`src/rtl/bsort_drain_if.sv`:
```
// Output stream of the sorter drain: one element per valid/ready handshake,
// tagged with its sorter index and an end-of-stream marker.
interface bsort_drain_if #(
    parameter int W = 8
) ();
    logic [W-1:0] dout;
    logic         dout_valid;
    logic         dout_ready;
    logic [3:0]   dout_idx;
    logic         dout_last;

    modport master (
        output dout,
        output dout_valid,
        output dout_idx,
        output dout_last,
        input  dout_ready
    );

    modport slave (
        input  dout,
        input  dout_valid,
        input  dout_idx,
        input  dout_last,
        output dout_ready
    );
endinterface

```
`src/rtl/bsort_drain.sv`:
```
// Snapshots the bubble-sort result registers on the rising edge of complete,
// checks that they are ordered, and streams them out over a valid/ready handshake.
module bsort_drain #(
    parameter int W    = 8,
    parameter int N    = 8,
    parameter int DESC = 0
) (
    input  logic               clk,
    input  logic               reset,
    input  logic               complete,
    input  logic [N*W-1:0]     din_flat,
    bsort_drain_if.master      dbus,
    output logic               busy,
    output logic               done,
    output logic               order_err
);

    typedef enum logic [1:0] {
        S_IDLE,
        S_CAPTURE,
        S_SEND,
        S_HOLD
    } state_t;

    localparam logic [3:0] START_IDX = (DESC != 0) ? 4'(N - 1) : 4'd0;
    localparam logic [3:0] LAST_CNT  = 4'(N - 1);

    function automatic logic unsorted(input logic [N*W-1:0] v);
        logic bad;
        bad = 1'b0;
        for (int k = 0; k < N - 1; k++) begin
            if (v[k*W +: W] > v[(k+1)*W +: W]) bad = 1'b1;
        end
        return bad;
    endfunction

    state_t       state_q, state_d;
    logic         complete_q, complete_d;
    logic         armed_q, armed_d;
    logic [W-1:0] buf_q [N];
    logic [W-1:0] buf_d [N];
    logic [3:0]   idx_q, idx_d;
    logic [3:0]   cnt_q, cnt_d;
    logic [W-1:0] dout_q, dout_d;
    logic         valid_q, valid_d;
    logic [3:0]   didx_q, didx_d;
    logic         last_q, last_d;
    logic         busy_q, busy_d;
    logic         done_q, done_d;
    logic         err_q, err_d;

    logic         start;
    logic [3:0]   nxt_idx;
    logic [3:0]   sel;
    logic [W-1:0] sel_data;

    // armed_q blocks a level that was already high when reset released
    assign start   = complete & ~complete_q & armed_q;
    assign nxt_idx = (DESC != 0) ? idx_q - 4'd1 : idx_q + 4'd1;
    assign sel     = (state_q == S_CAPTURE) ? START_IDX : nxt_idx;

    always_comb begin
        sel_data = '0;
        for (int k = 0; k < N; k++) begin
            if (sel == 4'(k)) sel_data = buf_q[k];
        end
    end

    always_comb begin
        state_d    = state_q;
        complete_d = complete;
        armed_d    = armed_q | ~complete;
        buf_d      = buf_q;
        idx_d      = idx_q;
        cnt_d      = cnt_q;
        dout_d     = dout_q;
        valid_d    = valid_q;
        didx_d     = didx_q;
        last_d     = last_q;
        busy_d     = busy_q;
        done_d     = 1'b0;
        err_d      = err_q;

        case (state_q)
            S_IDLE: begin
                if (start) begin
                    for (int k = 0; k < N; k++) buf_d[k] = din_flat[k*W +: W];
                    if (unsorted(din_flat)) err_d = 1'b1;
                    busy_d  = 1'b1;
                    state_d = S_CAPTURE;
                end
            end
            S_CAPTURE: begin
                idx_d   = START_IDX;
                cnt_d   = 4'd0;
                dout_d  = sel_data;
                didx_d  = START_IDX;
                last_d  = 1'b0;
                valid_d = 1'b1;
                state_d = S_SEND;
            end
            S_SEND: begin
                if (valid_q && dbus.dout_ready) begin
                    if (last_q) begin
                        valid_d = 1'b0;
                        last_d  = 1'b0;
                        busy_d  = 1'b0;
                        done_d  = 1'b1;
                        state_d = S_HOLD;
                    end else begin
                        idx_d  = nxt_idx;
                        cnt_d  = cnt_q + 4'd1;
                        dout_d = sel_data;
                        didx_d = nxt_idx;
                        last_d = ((cnt_q + 4'd1) == LAST_CNT);
                    end
                end
            end
            S_HOLD: begin
                if (!complete) state_d = S_IDLE;
            end
            default: state_d = S_IDLE;
        endcase
    end

    always_ff @(posedge clk or negedge reset) begin
        if (!reset) begin
            state_q    <= S_IDLE;
            complete_q <= 1'b0;
            armed_q    <= 1'b0;
            for (int k = 0; k < N; k++) buf_q[k] <= '0;
            idx_q      <= '0;
            cnt_q      <= '0;
            dout_q     <= '0;
            valid_q    <= 1'b0;
            didx_q     <= '0;
            last_q     <= 1'b0;
            busy_q     <= 1'b0;
            done_q     <= 1'b0;
            err_q      <= 1'b0;
        end else begin
            state_q    <= state_d;
            complete_q <= complete_d;
            armed_q    <= armed_d;
            buf_q      <= buf_d;
            idx_q      <= idx_d;
            cnt_q      <= cnt_d;
            dout_q     <= dout_d;
            valid_q    <= valid_d;
            didx_q     <= didx_d;
            last_q     <= last_d;
            busy_q     <= busy_d;
            done_q     <= done_d;
            err_q      <= err_d;
        end
    end

    assign dbus.dout       = dout_q;
    assign dbus.dout_valid = valid_q;
    assign dbus.dout_idx   = didx_q;
    assign dbus.dout_last  = last_q;
    assign busy            = busy_q;
    assign done            = done_q;
    assign order_err       = err_q;

endmodule

```
`src/flat_wrapper.sv`:
```
// flat-port wrapper written by rule: the top's interface ports become plain ports
module bsort_drain_flat 
#(
    parameter int W    = 8,
    parameter int N    = 8,
    parameter int DESC = 0
)
  (clk, reset, complete, din_flat, busy, done, order_err, dbus_dout, dbus_dout_valid, dbus_dout_idx, dbus_dout_last, dbus_dout_ready);
  bsort_drain_if #(.W(W)) dbus_i ();
  input  logic clk;
  input  logic reset;
  input  logic complete;
  input  logic [N*W-1:0] din_flat;
  output logic busy;
  output logic done;
  output logic order_err;
  output wire logic [$bits(dbus_i.dout)-1:0] dbus_dout;
  output wire logic [$bits(dbus_i.dout_valid)-1:0] dbus_dout_valid;
  output wire logic [$bits(dbus_i.dout_idx)-1:0] dbus_dout_idx;
  output wire logic [$bits(dbus_i.dout_last)-1:0] dbus_dout_last;
  input wire logic [$bits(dbus_i.dout_ready)-1:0] dbus_dout_ready;
  assign dbus_dout = dbus_i.dout;
  assign dbus_dout_valid = dbus_i.dout_valid;
  assign dbus_dout_idx = dbus_i.dout_idx;
  assign dbus_dout_last = dbus_i.dout_last;
  assign dbus_i.dout_ready = dbus_dout_ready;
  bsort_drain #(.W(W), .N(N), .DESC(DESC)) u_core (.clk(clk), .reset(reset), .complete(complete), .din_flat(din_flat), .dbus(dbus_i), .busy(busy), .done(done), .order_err(order_err));
endmodule
```
`config.mk`:
```
export PLATFORM = sky130hd
export DESIGN_NAME = bsort_drain_flat
export DESIGN_NICKNAME = d
export VERILOG_FILES = /design/src/rtl/bsort_drain_if.sv /design/src/rtl/bsort_drain.sv /design/src/flat_wrapper.sv
export SDC_FILE = /design/constraint.sdc
export NUM_CORES = 1
export LEC_CHECK = 0
export CORE_MARGIN = 3
export CORE_UTILIZATION = 55
export DETAILED_ROUTE_END_ITERATION = 10
export PLACE_DENSITY = 0.88
export SETUP_SLACK_MARGIN = 0.02
export SYNTH_ARGS = -nofsm -noshare
export SYNTH_HDL_FRONTEND = slang
export SYNTH_SLANG_ARGS = --single-unit
```
`constraint.sdc`:
```
create_clock -name clk -period 2.4 [get_ports clk]
set_input_delay 0.36 -clock clk [delete_from_list [all_inputs] [get_ports clk]]
set_output_delay 0.36 -clock clk [all_outputs]
set_load 0.05 [all_outputs]
```
# ---- Yosys cells after proc, flatten, opt, wreduce, memory -nomap -nowiden
# Index checks and enable logic that the tools add are counted.
dict set report totals {
  ff_bits 89
  in_bits 68
  wordCells 104
  output_inout_bits 17
}
dict set report op_classes {
  mux 43
  n_lt_le_gt_ge 7
  reduce_logical 12
  n_addsub 2
  bitwise 5
  eq_ne 16
}
# operator count
set op_table {}
lappend op_table {{$mux W8} 10}
lappend op_table {{$gt A8 B8 Y1} 7}
lappend op_table {{$eq A4 B3 Y1 const B} 5}
lappend op_table {{$mux W4} 5}
lappend op_table {{$mux W1} 17}
lappend op_table {{$pmux W4 S2} 2}
lappend op_table {{$pmux W8 S2} 1}
lappend op_table {{$reduce_and A3 Y1} 3}
lappend op_table {{$add A4 B1 Y4 const B} 2}
lappend op_table {{$eq A4 B2 Y1 const B} 2}
lappend op_table {{$mux W2} 4}
lappend op_table {{$pmux W2 S4} 1}
lappend op_table {{$reduce_and A4 Y1} 2}
lappend op_table {{$ne A2 B1 Y1 const B} 3}
lappend op_table {{$pmux W1 S2} 3}
lappend op_table {{$eq A2 B2 Y1 const B} 2}
lappend op_table {{$eq A4 B1 Y1 const B} 1}
lappend op_table {{$logic_not A4 Y1} 1}
lappend op_table {{$ne A2 B2 Y1 const B} 2}
lappend op_table {{$reduce_and A2 Y1} 2}
lappend op_table {{$reduce_bool A2 Y1} 2}
lappend op_table {{$and A1 B1 Y1} 2}
lappend op_table {{$eq A2 B1 Y1 const B} 1}
lappend op_table {{$logic_not A2 Y1} 1}
lappend op_table {{3 further kinds} 4}

# ---- Logic depth before layout (Yosys ltp)
# Gate-level depths: netlist of the first run.
dict set report logic_depth {
  ltp_word 14
  mapped_depth 9
  mapped_depth_nobuf 8
}

# ---- Worst setup path after synthesis of the first run
# OpenSTA, ideal clock, no wires.
dict set report synth_path {
  path_type {reg2reg}
  from {reg u_core.idx_q[1]}
  to {reg u_core.dout_q[0] (netlist: u_core.dbus.dout[0])}
  setup_time_ps 94
  path_buffers 1
  slack_ps 64
  required_time_ps 2306
  stages_incl_launch_ff 9
  period_less_slack_ps 2336
  t_arrival_ps 2242
  cell_sequence {dfrtp_1 ha_1 or2_1 buf_2 nor2_4 nand2_1 a221o_1 and3_1 a211oi_1}
}
dict set report synth_via {
  elab_chain_len 14
  elab_cells_between_ends 21
  cone_classes {add/sub (1); eq/ne (7); mux (12); reduce/logical (1)}
}
# element line
set synth_rtl {}
lappend synth_rtl {{start: declaration} bsort_drain.sv:42} ;# logic [3:0] idx_q, idx_d;
lappend synth_rtl {{start signal: assignment} bsort_drain.sv:146} ;# idx_q <= idx_d;
lappend synth_rtl {{$add A4 B1 Y4 (*)} bsort_drain.sv:59} ;# assign nxt_idx = (DESC != 0) ? idx_q - 4'd1 : idx_q + 4'd1;
lappend synth_rtl {{$mux W4 (*)} bsort_drain.sv:60} ;# assign sel = (state_q == S_CAPTURE) ? START_IDX : nxt_idx;
lappend synth_rtl {{$logic_not A4 Y1} bsort_drain.sv:65} ;# if (sel == 4'(k)) sel_data = buf_q[k];
lappend synth_rtl {{$mux W8 (7 in series)} bsort_drain.sv:65}
lappend synth_rtl {{$mux W8 (*)} bsort_drain.sv:65}
lappend synth_rtl {{$mux W8} bsort_drain.sv:104} ;# if (last_q) begin
lappend synth_rtl {{$mux W8} bsort_drain.sv:103} ;# if (valid_q && dbus.dout_ready) begin
lappend synth_rtl {{$pmux W8 S2 (*)} bsort_drain.sv:84} ;# case (state_q)
lappend synth_rtl {{end signal: assignment} bsort_drain.sv:148} ;# dout_q <= dout_d;
lappend synth_rtl {{end: declaration} bsort_drain.sv:44} ;# logic [W-1:0] dout_q, dout_d;
# Every way passes the cells marked *; elsewhere a longest branch is shown, timed or not. The select of a mux whose other input is x is not followed.
# A chain may end at the register's enable or synchronous reset.

# ---- Final worst setup path of the first run
dict set report layout_path {
  from {in din_flat[59]}
  to {reg u_core.err_q (netlist: u_core.order_err)}
}
dict set report layout_via {
  elab_chain_len 5
}
# element line
set layout_rtl {}
lappend layout_rtl {{start: declaration} flat_wrapper.sv:13} ;# input logic [N*W-1:0] din_flat;
lappend layout_rtl {{$gt A8 B8 Y1} bsort_drain.sv:32} ;# if (v[k*W +: W] > v[(k+1)*W +: W]) bad = 1'b1;
lappend layout_rtl {{$mux W1} bsort_drain.sv:32}
lappend layout_rtl {{$mux W1} bsort_drain.sv:86} ;# if (start) begin
lappend layout_rtl {{$mux W1} bsort_drain.sv:84}
lappend layout_rtl {{$reduce_and A3 Y1 (no source line)} n/a}
lappend layout_rtl {{end signal: assignment} bsort_drain.sv:154} ;# err_q <= err_d;
lappend layout_rtl {{end: declaration} bsort_drain.sv:50} ;# logic err_q, err_d;
# Every way passes these cells. The select of a mux whose other input is x is not followed.

==> results of run 1 <==
==> state kept, by name, indices dropped and copies added (netlist names) <==
signal,count
u_core.busy,1
u_core.armed_q,1
u_core.dbus.dout_last,1
u_core.order_err,1
u_core.buf_q,64
u_core.state_q,2
u_core.cnt_q,4
u_core.idx_q,4
u_core.done,1
u_core.dbus.dout,8
u_core.complete_q,1
u_core.dbus.dout_valid,1
==> cell usage in the layout (no fill, tap or decap), types with 3 or more instances in the layout <==
master           netlist  routed
nand4_1                6       6
a221o_1                5       5
inv_1                 76      76
nor4_1                 3       3
ha_1                  63      63
clkdlybuf4s50_1        0      82
a211oi_1               7       7
nor2_1                19      19
o22ai_1                7       7
a21o_1                 8       8
and3_1                 7       7
buf_4                  2      23
clkbuf_8               0       9
dfrtp_1               89      89
nand2_1              109     109
o21ai_1                7       7
nand3_1               12      12
clkinv_4               0       3
xor2_1                 3       3
nand2b_1               9       9
a21oi_1               34      33
a222oi_1               7       7
o21ai_0               89      89
a31oi_1                3       3
a22oi_1                3       3
a221oi_1               5       5
nor2b_1                8       8
==> cell families after synthesis <==
group | share of synthesized area [%]
AO/OA/AOI/OAI | 21.4
AND/OR/NAND/NOR | 15.9
buffers and inverters | 7.40
flip-flops | 40.1
adder cells (fa/ha/maj) | 14.2
XOR/XNOR | 0.925
==> how the worst max path moves through the flow <==
stage	end	slack, ns	cells past startpoint
global placement	u_core.order_err$_DFFE_PN0P_	-0.21	9
finish	u_core.order_err$_DFFE_PN0P_	0.09	9
floorplan	u_core.dbus.dout[0]$_DFFE_PN0P_	0.06	8
detailed placement	u_core.order_err$_DFFE_PN0P_	-0.26	9
CTS	u_core.dbus.dout[5]$_DFFE_PN0P_	0.03	8
global route	u_core.dbus.dout[2]$_DFFE_PN0P_	0.02	7
==> routing by layer <==
metal	wire length, um	GRT usage, %
met4	337	7.31
met2	7760	48.8
met5	0	0
met1	6090	33.2
met3	1060	5.10
==> report_power, final <==
| group | total [W] | internal (W) | switching (W) |
|---|---|---|---|
| clock | 0.000980 | 0.000396 | 0.000584 |
| combinational | 0.00333 | 0.00132 | 0.00201 |
| sequential | 0.00264 | 0.00213 | 0.000508 |
==> through the flow <==
stage / total power (W) / hold slack (ns) / cell area, um2 / cells
floorplan: 0.00471 / 0.0644 / 5550 / 643
global placement: 0.00570 / 0.360 / 6600 / 855
detailed placement: 0.00591 / 0.368 / 6600 / 855
CTS: 0.00690 / 0.489 / 6800 / 872
global route: 0.00741 / 0.519 / 6800 / 872
finish: 0.00695 / 0.485 / 6800 / 872
==> timing repair <==
item,CTS,global route
endpoints found under the hold margin,38,0
resized for setup,0,1
buffers inserted,0,0
setup endpoints to repair,0,6
hold buffers,1,0
==> final cells by class <==
type                    instances  area share, %
well taps                     133           2.45
inverters                      76           4.19
clock inverters                 7          0.920
multi-input cells             451           42.8
flip-flops and latches         89           32.7
repair buffers                107           15.0
clock buffers                   9           1.82
==> impl_metrics.ini, run 1 <==
[cts]
cts_tree = done
cts_buffers = 9
clock-root-buffer = clkbuf_8
cts.path.max_buffers = 2
clkSinkCount = 89
htree_num_levels = 3
clock_latency_ns = 0.36
clkTransAtPathRegs_ns = 0.10

[timing]
slew_headroom_pct = 63.5
fin_crit_ns = 2.31
finalCritPeriodShare_pct = 96.3
worst-slew-pin-transition_ns = 0.547
finalSetupTns_ns = 0
clock_skew_ns = 0.00915
setup_violations = 0
fmax_mhz = 433
fin_ws_ns = 0.0897
rsz0062_at_grt = false
hold_viol = 0
slew_violations = 0

[route]
drt_first_pass_iters = 6
wire_per_inst_um = 17.5
vias_per_cell = 5.88
ant_nets = 0
drtIter0Drc = 416
vias = 5128
remaining_drc_errors = 0
routed_wl_um = 15200

[yosys]
syn-instance-count = 643
ys_types = 57
synth_seq_area_share_pct = 40.1
ys.warnings.count = 0
syn_nets = 774
yosysTopAreaCell = dfrtp_1
synthArstFlopShare_pct = 100
syn_area_per_cell_um2 = 8.63
synth_most_common_cell = nand2_1
synth_area_leaders = dfrtp_1, ha_1, o21ai_0
synth_area_mm2 = 0.00555
synth-main-ff-cell = dfrtp_1
yosys.area.top_type_share_pct = 40.1
synth_seq_cells = 89
synth_edf_count = 0
yosys-top-cells-count = nand2_1, dfrtp_1, o21ai_0

[layout]
n_fill_cell = 766
register_area_mm2 = 0.00223
area_delta_synth_final_pct = 22.6
diodes = 0
layout-drive-gt1-share_pct = 7.04
multi_input_area_mm2 = 0.00291
fin_util_pct = 69.6
final_net_count = 865

[worst_hold_path]
hp-class = flop to flop
hold_depth = 1
hold_end = u_core.armed_q$_DFF_PN0_
hold_path_startpoint = u_core.armed_q$_DFF_PN0_

[die]
die_x_um = 106
dieArea_mm2 = 0.0113
die_y_um = 106
rows = 36
initial_core_util_pct = 56.8
core_area_mm2 = 0.00977
io_pins = 85

[critical_path]
cp_max_fo = 2
critPathSlowestCell = a221oi_1
rrSetupSlack_ns = 0.12
endpoint_kind = flop
cp_slowest_stage_delay_ns = 0.48
setup.worst_path.class = input pin to flop
worstPathArrival_ns = 2.53
r2r-start = u_core.idx_q[0]$_DFFE_PN0P_
critical-path-top-delay-family = compound AO/OA/AOI/OAI gates
r2r-end = u_core.dbus.dout[5]$_DFFE_PN0P_
r2r_cells = 7
cp-start-kind = input pin
crit_buf_inv = 2
crit_chain = clkdlybuf4s50_1 -> inv_1 -> ha_1 -> and3_1 -> a211oi_1 -> o21ai_0 -> a221oi_1 -> o2111a_1 -> a32oi_1
startpoint = din_flat[59]
crit_required_ns = 2.62

[placed_design]
dp_hpwl_um = 12100
gp_congestion = 0.917
place_ws_ns = -0.258
portBuffers = 84

[grt]
antenna_found_initial = 0
grt_pass1_wl_um = 24400
grt_pass1_vias = 5074
track_usage_pct = 27.1
grt_max_degree = 116
overflow = 0

[run_status]
outcome = completed

[power]
power.density_mw_per_mm2 = 1020
ir_drop_uv = 515
leakagePower_nw = 3.30

[flow_run]
max_cap_viol_count = 0
Power figures use the tool's default switching activity.
==> run 2, diff against run 1 <==
--- a/config.mk
+++ b/config.mk
@@ -5,10 +5,11 @@
 export SDC_FILE = /design/constraint.sdc
 export NUM_CORES = 1
 export LEC_CHECK = 0
-export CORE_MARGIN = 3
-export CORE_UTILIZATION = 55
+export CORE_MARGIN = 2
+export CORE_UTILIZATION = 56
+export CTS_BUF_LIST = sky130_fd_sc_hd__clkbuf_2 sky130_fd_sc_hd__clkbuf_4 sky130_fd_sc_hd__clkbuf_8
 export DETAILED_ROUTE_END_ITERATION = 10
-export PLACE_DENSITY = 0.88
+export PLACE_DENSITY = 0.89
 export SETUP_SLACK_MARGIN = 0.02
 export SYNTH_ARGS = -nofsm -noshare
 export SYNTH_HDL_FRONTEND = slang
==> run 2 against run 1 <==
Critical path type unchanged. Sequential share of layout area decreased by 0.17 points. Global-route usage grew 1.8 points. Total power rose by 0.70%. Hold slack improved by 0.0042 ns. Clock skew decreased by 0.0011 ns. Maximum frequency down 1.3%. Count of clock-buffer cells in the layout grew 2. Register-to-register slack improved by 0.02 ns. Via count is 1.8% higher. Routed wire length about the same. Non-clock buffer count is 1 higher. Die area is 5.4% lower.
==> impl_metrics.ini, run 2 (same netlist as run 1, synthesis figures left out) <==
[run_status]
outcome = completed

[critical_path]
cp_slowest_stage_delay_ns = 0.51
crit_chain = clkdlybuf4s50_1 -> inv_1 -> ha_1 -> and3_1 -> a211oi_1 -> o21ai_0 -> a221oi_1 -> o2111a_1 -> a32oi_1
cp_max_fo = 3
r2r_cells = 9
critPathSlowestCell = a221oi_1
cp-start-kind = input pin
endpoint_kind = flop
crit_required_ns = 2.63
worstPathArrival_ns = 2.57
setup.worst_path.class = input pin to flop
rrSetupSlack_ns = 0.14

[route]
remaining_drc_errors = 0
drtIter0Drc = 422
routed_wl_um = 15200
wire_per_inst_um = 17.4
drt_first_pass_iters = 5
ant_nets = 0
vias_per_cell = 5.98
vias = 5220

[timing]
rsz0062_at_grt = false
worst-slew-pin-transition_ns = 0.515
setup_violations = 0
hold_slack_ns = 0.489
fin_crit_ns = 2.34
fmax_mhz = 427
slew_headroom_pct = 65.6
finalCritPeriodShare_pct = 97.5
hold_viol = 0
slew_violations = 0
clock_skew_ns = 0.00809

[cts]
clkTransAtPathRegs_ns = 0.09
cts_buffers = 9
clkSinkCount = 89
cts_tree = done
clock-root-buffer = clkbuf_8
clock_latency_ns = 0.36
cts.path.max_buffers = 2
htree_num_levels = 3

[die]
die_y_um = 104
die_x_um = 104
io_pins = 85
core_area_mm2 = 0.00968
initial_core_util_pct = 57.3
rows = 36
dieArea_mm2 = 0.0107

[layout]
final_net_count = 866
layout_common_cells = nand2_1, o21ai_0, dfrtp_1
area_delta_synth_final_pct = 23.3
fin_util_pct = 70.6
final_cell_area_mm2 = 0.00684
n_fill_cell = 736
final_common_cell = nand2_1
largest_register_ffs = 64
multi_input_area_mm2 = 0.00292
register_area_mm2 = 0.00223
regMostFlops = u_core.buf_q
layout-drive-gt1-share_pct = 7.43
diodes = 0

[grt]
antenna_found_initial = 0
track_usage_pct = 28.9
overflow = 0
grt_pass1_vias = 5319
grt_max_degree = 116
grt_pass1_wl_um = 25300

[placed_design]
gp_congestion = 0.878
placed_area_mm2 = 0.00662
portBuffers = 84
dp_hpwl_um = 11900

[worst_hold_path]
hp-class = input pin to asynchronous set/reset pin

[power]
power.density_mw_per_mm2 = 1020
leakagePower_nw = 3.33
ir_drop_uv = 742

[flow_run]
max_cap_viol_count = 0
==> run 2: final timing paths <==
check,end,start
setup reg to reg,u_core.dbus.dout[3]$_DFFE_PN0P_,u_core.state_q[1]$_DFFE_PN0P_
min in group clk,u_core.buf_q[59]$_DFFE_PN0P_,u_core.buf_q[59]$_DFFE_PN0P_
setup / recovery,u_core.order_err$_DFFE_PN0P_,din_flat[60]
max in group asynchronous,u_core.buf_q[36]$_DFFE_PN0P_,reset
hold / removal,u_core.busy$_DFFE_PN0P_,reset
hold reg to reg,u_core.buf_q[59]$_DFFE_PN0P_,u_core.buf_q[59]$_DFFE_PN0P_
==> run 2: cell type report <==
cell class                      count  area share, %
Clock inverter                      5          0.586
Multi-Input combinational cell    451           42.8
Inverter                           76           4.17
Clock buffer                       11           2.21
Sequential cell                    89           32.6
Tap cell                          133           2.43
Timing Repair Buffer              108           15.3
==> run 2: critical path, delay by kind of cell <==
| kind | cells | cell delay [ns] |
|---|---|---|
| AOI/OAI and AO/OA | 5 | 1.17 |
| adders and majority gates | 1 | 0.31 |
| buffers and inverters | 2 | 0.54 |
| and+or+nand+nor | 1 | 0.17 |
==> run 2: metrics by stage <==
stage | power, W | TNS [ns] | setup slack, ns | std cells
floorplan | 0.00471 | 0 | 0.0639 | 643
global placement | 0.00572 | -0.203 | -0.203 | 856
detailed placement | 0.00591 | -0.237 | -0.237 | 856
CTS | 0.00693 | 0 | 0.0826 | 873
global route | 0.00746 | 0 | 0.0242 | 873
finish | 0.00700 | 0 | 0.0598 | 873
==> run 2: timing repair <==
item | in CTS | in global routing
pin swaps | 0 | 0
hold buffers | 1 | 0
cloned | 0 | 0
setup buffers | 0 | 0
endpoints found under the hold margin | 32 | 0
gates resized for setup | 1 | 3
setup endpoints to repair | 1 | 6
==> run 2: power breakdown <==
| part | switching, W | internal (W) |
|---|---|---|
| Combinational | 0.00201 | 0.00136 |
| Sequential | 0.000504 | 0.00213 |
| Clock | 0.000555 | 0.000439 |
| Total | 0.00307 | 0.00393 |
==> run 2: metal layers <==
| metal | wire, um | track usage (%) |
|---|---|---|
| met3 | 1110 | 6.17 |
| met2 | 7680 | 51.7 |
| met5 | 0 | 0 |
| met1 | 5950 | 34.4 |
| met4 | 488 | 10.3 |
==> RTL change 1: new RTL, config.mk and constraints of run 1 <==
Re-encode `state_t` (4 states) as one-hot, 4 bits wide.
--- a/src/rtl/bsort_drain.sv
+++ b/src/rtl/bsort_drain.sv
@@ -15,11 +15,11 @@
     output logic               order_err
 );
 
-    typedef enum logic [1:0] {
-        S_IDLE,
-        S_CAPTURE,
-        S_SEND,
-        S_HOLD
+    typedef enum logic [3:0] {
+        S_IDLE    = 4'b0001,
+        S_CAPTURE = 4'b0010,
+        S_SEND    = 4'b0100,
+        S_HOLD    = 4'b1000
     } state_t;
 
     localparam logic [3:0] START_IDX = (DESC != 0) ? 4'(N - 1) : 4'd0;
Formal check against the unedited RTL: same outputs for any inputs over 10 cycles, from zero or initial values and one cycle with reset low; not proved beyond that.
==> RTL change 1 against run 1 <==
- critical path depth unchanged
- synthesized area grew 0.83%
- register-to-register slack improved by 110 ps
- wire length is 1.0% lower
- sequential cell count up 2
- clock skew decreased by 1.7 ps
- worst setup slack gained 36 ps
- count of clock-buffer cells in the layout grew 2
- cell area rose by 1.3%
- cell count unchanged
- critical path type unchanged
- highest routed layer unchanged
Power is not compared: it rests on default switching activity, and its combinational part moved more than twofold at a synthesized area within 25%.
==> RTL change 1: results <==
{
  "status": "completed",
  "synth_area_leaders": "dfrtp_1 (40%), ha_1 (13%), nand2_1 (8.6%)",
  "yosysSeqAreaShare_pct": 40.73,
  "ys_warn_count": 0,
  "utilization_pct": 70.16,
  "wire_per_inst_microns": 17.30,
  "place.gp.congestion": 0.8937,
  "drt_iter0_drc": 463,
  "cts-root-buf": "clkbuf_8",
  "placed_area_sq_um": 6605,
  "async_reset_ff_share_pct": 100.0,
  "internal_power_mw": 3.234,
  "clk_transition_reported_paths_ps": 90,
  "hold_class": "input pin to asynchronous set/reset pin",
  "finClkSkew_ps": 7.430,
  "critPathMaxStageDelay_ps": 530,
  "yosys.area_share.xor_xnor_pct": 0.3131,
  "clk_latency_ps": 360,
  "max-slew-margin-rel_pct": 45.23,
  "synth_common_cells": "nand2_1 (128), o21ai_0 (92), dfrtp_1 (90)",
  "grt_pass1_vias": 5009,
  "synth.area.mux_share_pct": 1.253,
  "via_per_inst": 5.835,
  "cts_max_level": 3,
  "grt_first_pass_wirelength_mm": 24.13,
  "firstDrtPassIters": 5,
  "grt_start_max_net_pins": 65,
  "track_usage_pct": 26.57,
  "largest-register": "u_core.buf_q",
  "clk_path_buf_depth": 2,
  "cp.arrival_ps": 2520,
  "syn_nets": 781,
  "port-buffer-count": 84,
  "synth-compound-area-share_pct": 20.15,
  "worst_ir_drop_vdd_v": 0.0003876,
  "hpwl_mm": 11.70,
  "drive_above_1_share_pct": 6.225,
  "largest_register_ffs": 64,
  "wl_mm": 15.08,
  "nFillCells": 775,
  "yosysUniqueCellTypes": 49,
  "leakage_nw": 3.281,
  "cpMaxStageDelayCell": "clkdlybuf4s50_1",
  "critPathTopFamily": "compound AO/OA/AOI/OAI gates",
  "placed_cells": 857,
  "cp_max_fo": 3,
  "grt_antenna_before_repair": 0,
  "preCtsSetupSlack_ps": -53.86,
  "syn_inst": 654,
  "cts_made_buffers": 9,
  "antennaDiodeCount": 0,
  "synth_adder_area_share_pct": 13.20
}
## RTL change 1: cell count changes after synthesis, moves of 5 or more
cell / delta
nand2_1: +19
a22oi_1: +12
inv_1: -10
nand3_1: +8
a222oi_1: -7
mux2i_1: +7
a211oi_1: -6
a221oi_1: -5
buf_2: -5
## RTL change 1: kinds of logic (layout without fill, tap and decap cells)
kind of cell | count (synthesis) | in the layout
adders and majority gates | 59 | 59
and+or+nand+nor | 213 | 213
xor gates and xnor gates | 2 | 2
AOI/OAI and AO/OA | 189 | 189
DFF | 91 | 91
buffers and inverters | 93 | 178
muxes | 7 | 7
## RTL change 1: area by class of cell
| class | instances | share of cell area [%] |
|---|---|---|
| sequential | 91 | 33.07 |
| clock inverter | 4 | 1.417 |
| timing repair buffer | 97 | 14.09 |
| clock buffer | 11 | 2.198 |
| tap | 133 | 2.416 |
| multi-input combinational | 470 | 43.21 |
| inverter | 66 | 3.596 |
## RTL change 1: worst register-to-register path: cells and delay by family (launching register included)
kind | cells | cell delay (ps)
compound gates | 5 | 900
flops | 1 | 490
fa+ha+maj | 1 | 420
simple gates | 1 | 210
## RTL change 1: power groups by stage
stage,clock [mW],sequential [mW],combinational [mW]
3_3_place_gp,0,2.12,1.46
3_5_place_dp,0,2.14,1.53
6_report,1.27,2.12,1.55
2_1_floorplan,0,2.32,0.703
5_1_grt,1.36,2.15,1.69
4_1_cts,1.29,2.11,1.54
## RTL change 1: per-layer routing
| metal | wire [microns] | part of all wire (%) | GRT usage (%) | vias to the layer above |
|---|---|---|---|---|
| li1 | - | - | - | 2432 |
| met1 | 6245 | 41 | 33.92 | 2425 |
| met2 | 7562 | 50 | 45.95 | 195 |
| met3 | 881 | 5.8 | 3.853 | 36 |
| met4 | 394 | 2.6 | 9.680 | 0 |
| met5 | 0 | 0 | 0 | - |
## RTL change 1: path summary, 6_finish.rpt
check,startpoint,depth (start not counted),slack [ps],endpoint
min in group clk,u_core.buf_q[44]$_DFFE_PN0P_,2,490,u_core.buf_q[44]$_DFFE_PN0P_
min reg2reg,u_core.buf_q[44]$_DFFE_PN0P_,2,490,u_core.buf_q[44]$_DFFE_PN0P_
max,din_flat[12],9,130,u_core.order_err$_DFFE_PN0P_
min,reset,1,50,u_core.busy$_DFFE_PN0P_
max in group asynchronous,reset,2,1570,u_core.buf_q[48]$_DFFE_PN0P_
max reg2reg,u_core.idx_q[1]$_DFFE_PN0P_,7,230,u_core.dbus.dout[3]$_DFFE_PN0P_
## RTL change 1: what timing repair did
action / 4_1_cts / 5_1_grt
resized for setup: 1 / 6
endpoints found under the setup margin: 1 / 8
pin swaps: 0 / 0
hold buffers: 0 / 0
setup buffers: 0 / 0
==> RTL change 2: new RTL, flow settings as in run 1 <==
Made on the original files. `W` is set to 8 in 3 places; all go to 6.
--- a/src/rtl/bsort_drain_if.sv
+++ b/src/rtl/bsort_drain_if.sv
@@ -1,7 +1,7 @@
 // Output stream of the sorter drain: one element per valid/ready handshake,
 // tagged with its sorter index and an end-of-stream marker.
 interface bsort_drain_if #(
-    parameter int W = 8
+    parameter int W = 6
 ) ();
     logic [W-1:0] dout;
     logic         dout_valid;
--- a/src/rtl/bsort_drain.sv
+++ b/src/rtl/bsort_drain.sv
@@ -1,7 +1,7 @@
 // Snapshots the bubble-sort result registers on the rising edge of complete,
 // checks that they are ordered, and streams them out over a valid/ready handshake.
 module bsort_drain #(
-    parameter int W    = 8,
+    parameter int W    = 6,
     parameter int N    = 8,
     parameter int DESC = 0
 ) (
--- a/src/flat_wrapper.sv
+++ b/src/flat_wrapper.sv
@@ -1,7 +1,7 @@
 // flat-port wrapper written by rule: the top's interface ports become plain ports
 module bsort_drain_flat 
 #(
-    parameter int W    = 8,
+    parameter int W    = 6,
     parameter int N    = 8,
     parameter int DESC = 0
 )
Ports: changed (resized dbus_dout and din_flat); port bits go from 85 to 67. No check against the original RTL was run, so the function may have changed too.
==> RTL change 2 against run 1 <==
- first-iteration DRC count decreased by 31%
- wire length decreased by 21%
- cell area decreased by 16%
- total power decreased by 19%
- synthesized area decreased by 19%
- worst setup slack improved by 39 ps
- sequential cell count decreased by 18
- sequential power decreased by 22%
- largest power group unchanged
==> RTL change 2: results <==
{
  "placed_area_sq_um": 5470,
  "max-slew-margin-rel_pct": 47.53,
  "grt_start_max_net_pins": 93,
  "clockBufferCount": 12,
  "drt_iter0_drc": 286,
  "core_area_sq_um": 7807,
  "preCtsSetupSlack_ps": -335.8,
  "syn_inst": 503,
  "clk_path_buf_depth": 2,
  "wl_met2_mm": 5.962,
  "use_met2_pct": 46.87,
  "wl_met1_mm": 5.013,
  "post-route-min-period_ps": 2271,
  "regToRegEndpoint": "u_core.dbus.dout[0]$_DFFE_PN0P_",
  "regArea_sq_um": 1777,
  "n_all_buffers": 104,
  "wl_mm": 11.97,
  "yosysSeqAreaShare_pct": 39.62,
  "grt_first_pass_wirelength_mm": 19.21,
  "synth_common_cells": "dfrtp_1 (71), nand2_1 (66), o21ai_0 (60)",
  "multiInputCombCellCount": 358,
  "hold_class": "input pin to asynchronous set/reset pin",
  "clk_transition_reported_paths_ps": 70,
  "reg2reg_depth": 6,
  "finClkSkew_ps": 9.290,
  "fin_area_sq_um": 5689,
  "drive_above_1_share_pct": 11.87,
  "n_all_inverters": 52,
  "via_per_inst": 5.917,
  "timing.rr.start": "u_core.idx_q[1]$_DFFE_PN0P_",
  "track_usage_pct": 26.98,
  "firstDrtPassIters": 5,
  "syn_nets": 604,
  "wl_met3_microns": 580,
  "clock_sinks": 71,
  "status": "completed",
  "leakage_nw": 2.680,
  "multi_input_area_share_pct": 43.17,
  "nFillCells": 564,
  "cp.arrival_ps": 2490,
  "wire_per_inst_microns": 17.10,
  "yosysUniqueCellTypes": 52,
  "r2r_slack_ps": 200,
  "grt_pass1_vias": 4262,
  "clkCellAreaFrac_pct": 2.991,
  "grtUsageMet3_pct": 5.238,
  "crit_path_start": "din_flat[10]",
  "port-buffer-count": 66,
  "place.gp.congestion": 0.9205,
  "synth_area_leaders": "dfrtp_1 (40%), ha_1 (14%), o21ai_0 (6.7%)",
  "hold_slack_ps": 35.73,
  "worst_ir_drop_vdd_v": 0.0004672,
  "hpwl_mm": 9.092,
  "use_met1_pct": 31.89,
  "buffer_area_share_pct": 16.93,
  "fin_nets": 697
}
RTL change 2: cell types whose count changed after synthesis, moves of 8 or more:
cell	run 1	this run
ha_1	63	49
nand2_1	109	66
dfrtp_1	89	71
o21ai_0	89	60
a21oi_1	34	26
inv_1	76	51
RTL change 2: power breakdown:
group | leakage [nW] | internal [mW] | switching, mW | total, mW
clock network | 0.0902 | 0.441 | 0.418 | 0.860
logic | 1.72 | 1.09 | 1.62 | 2.71
registers | 0.872 | 1.70 | 0.365 | 2.06
RTL change 2: critical path: stages:
cell             delay, ps
clkdlybuf4s50_1        490
inv_1                   60
ha_1                   290
o21a_1                 180
o22ai_1                180
a21oi_2                 70
or4_1                  540
o41a_1                 330
RTL change 2: cell families (layout without fill, tap and decap cells):
logic type      count (synthesis)  count (layout)  share of synthesized area, %
simple gates                  145             145                         15.82
flops                          71              71                         39.62
compound gates                147             147                         20.34
xor+xnor                        5               5                        0.9767
mux                            12              12                         2.874
fa+ha+maj                      49              49                         13.67
buf+inv                        74             169                         6.696
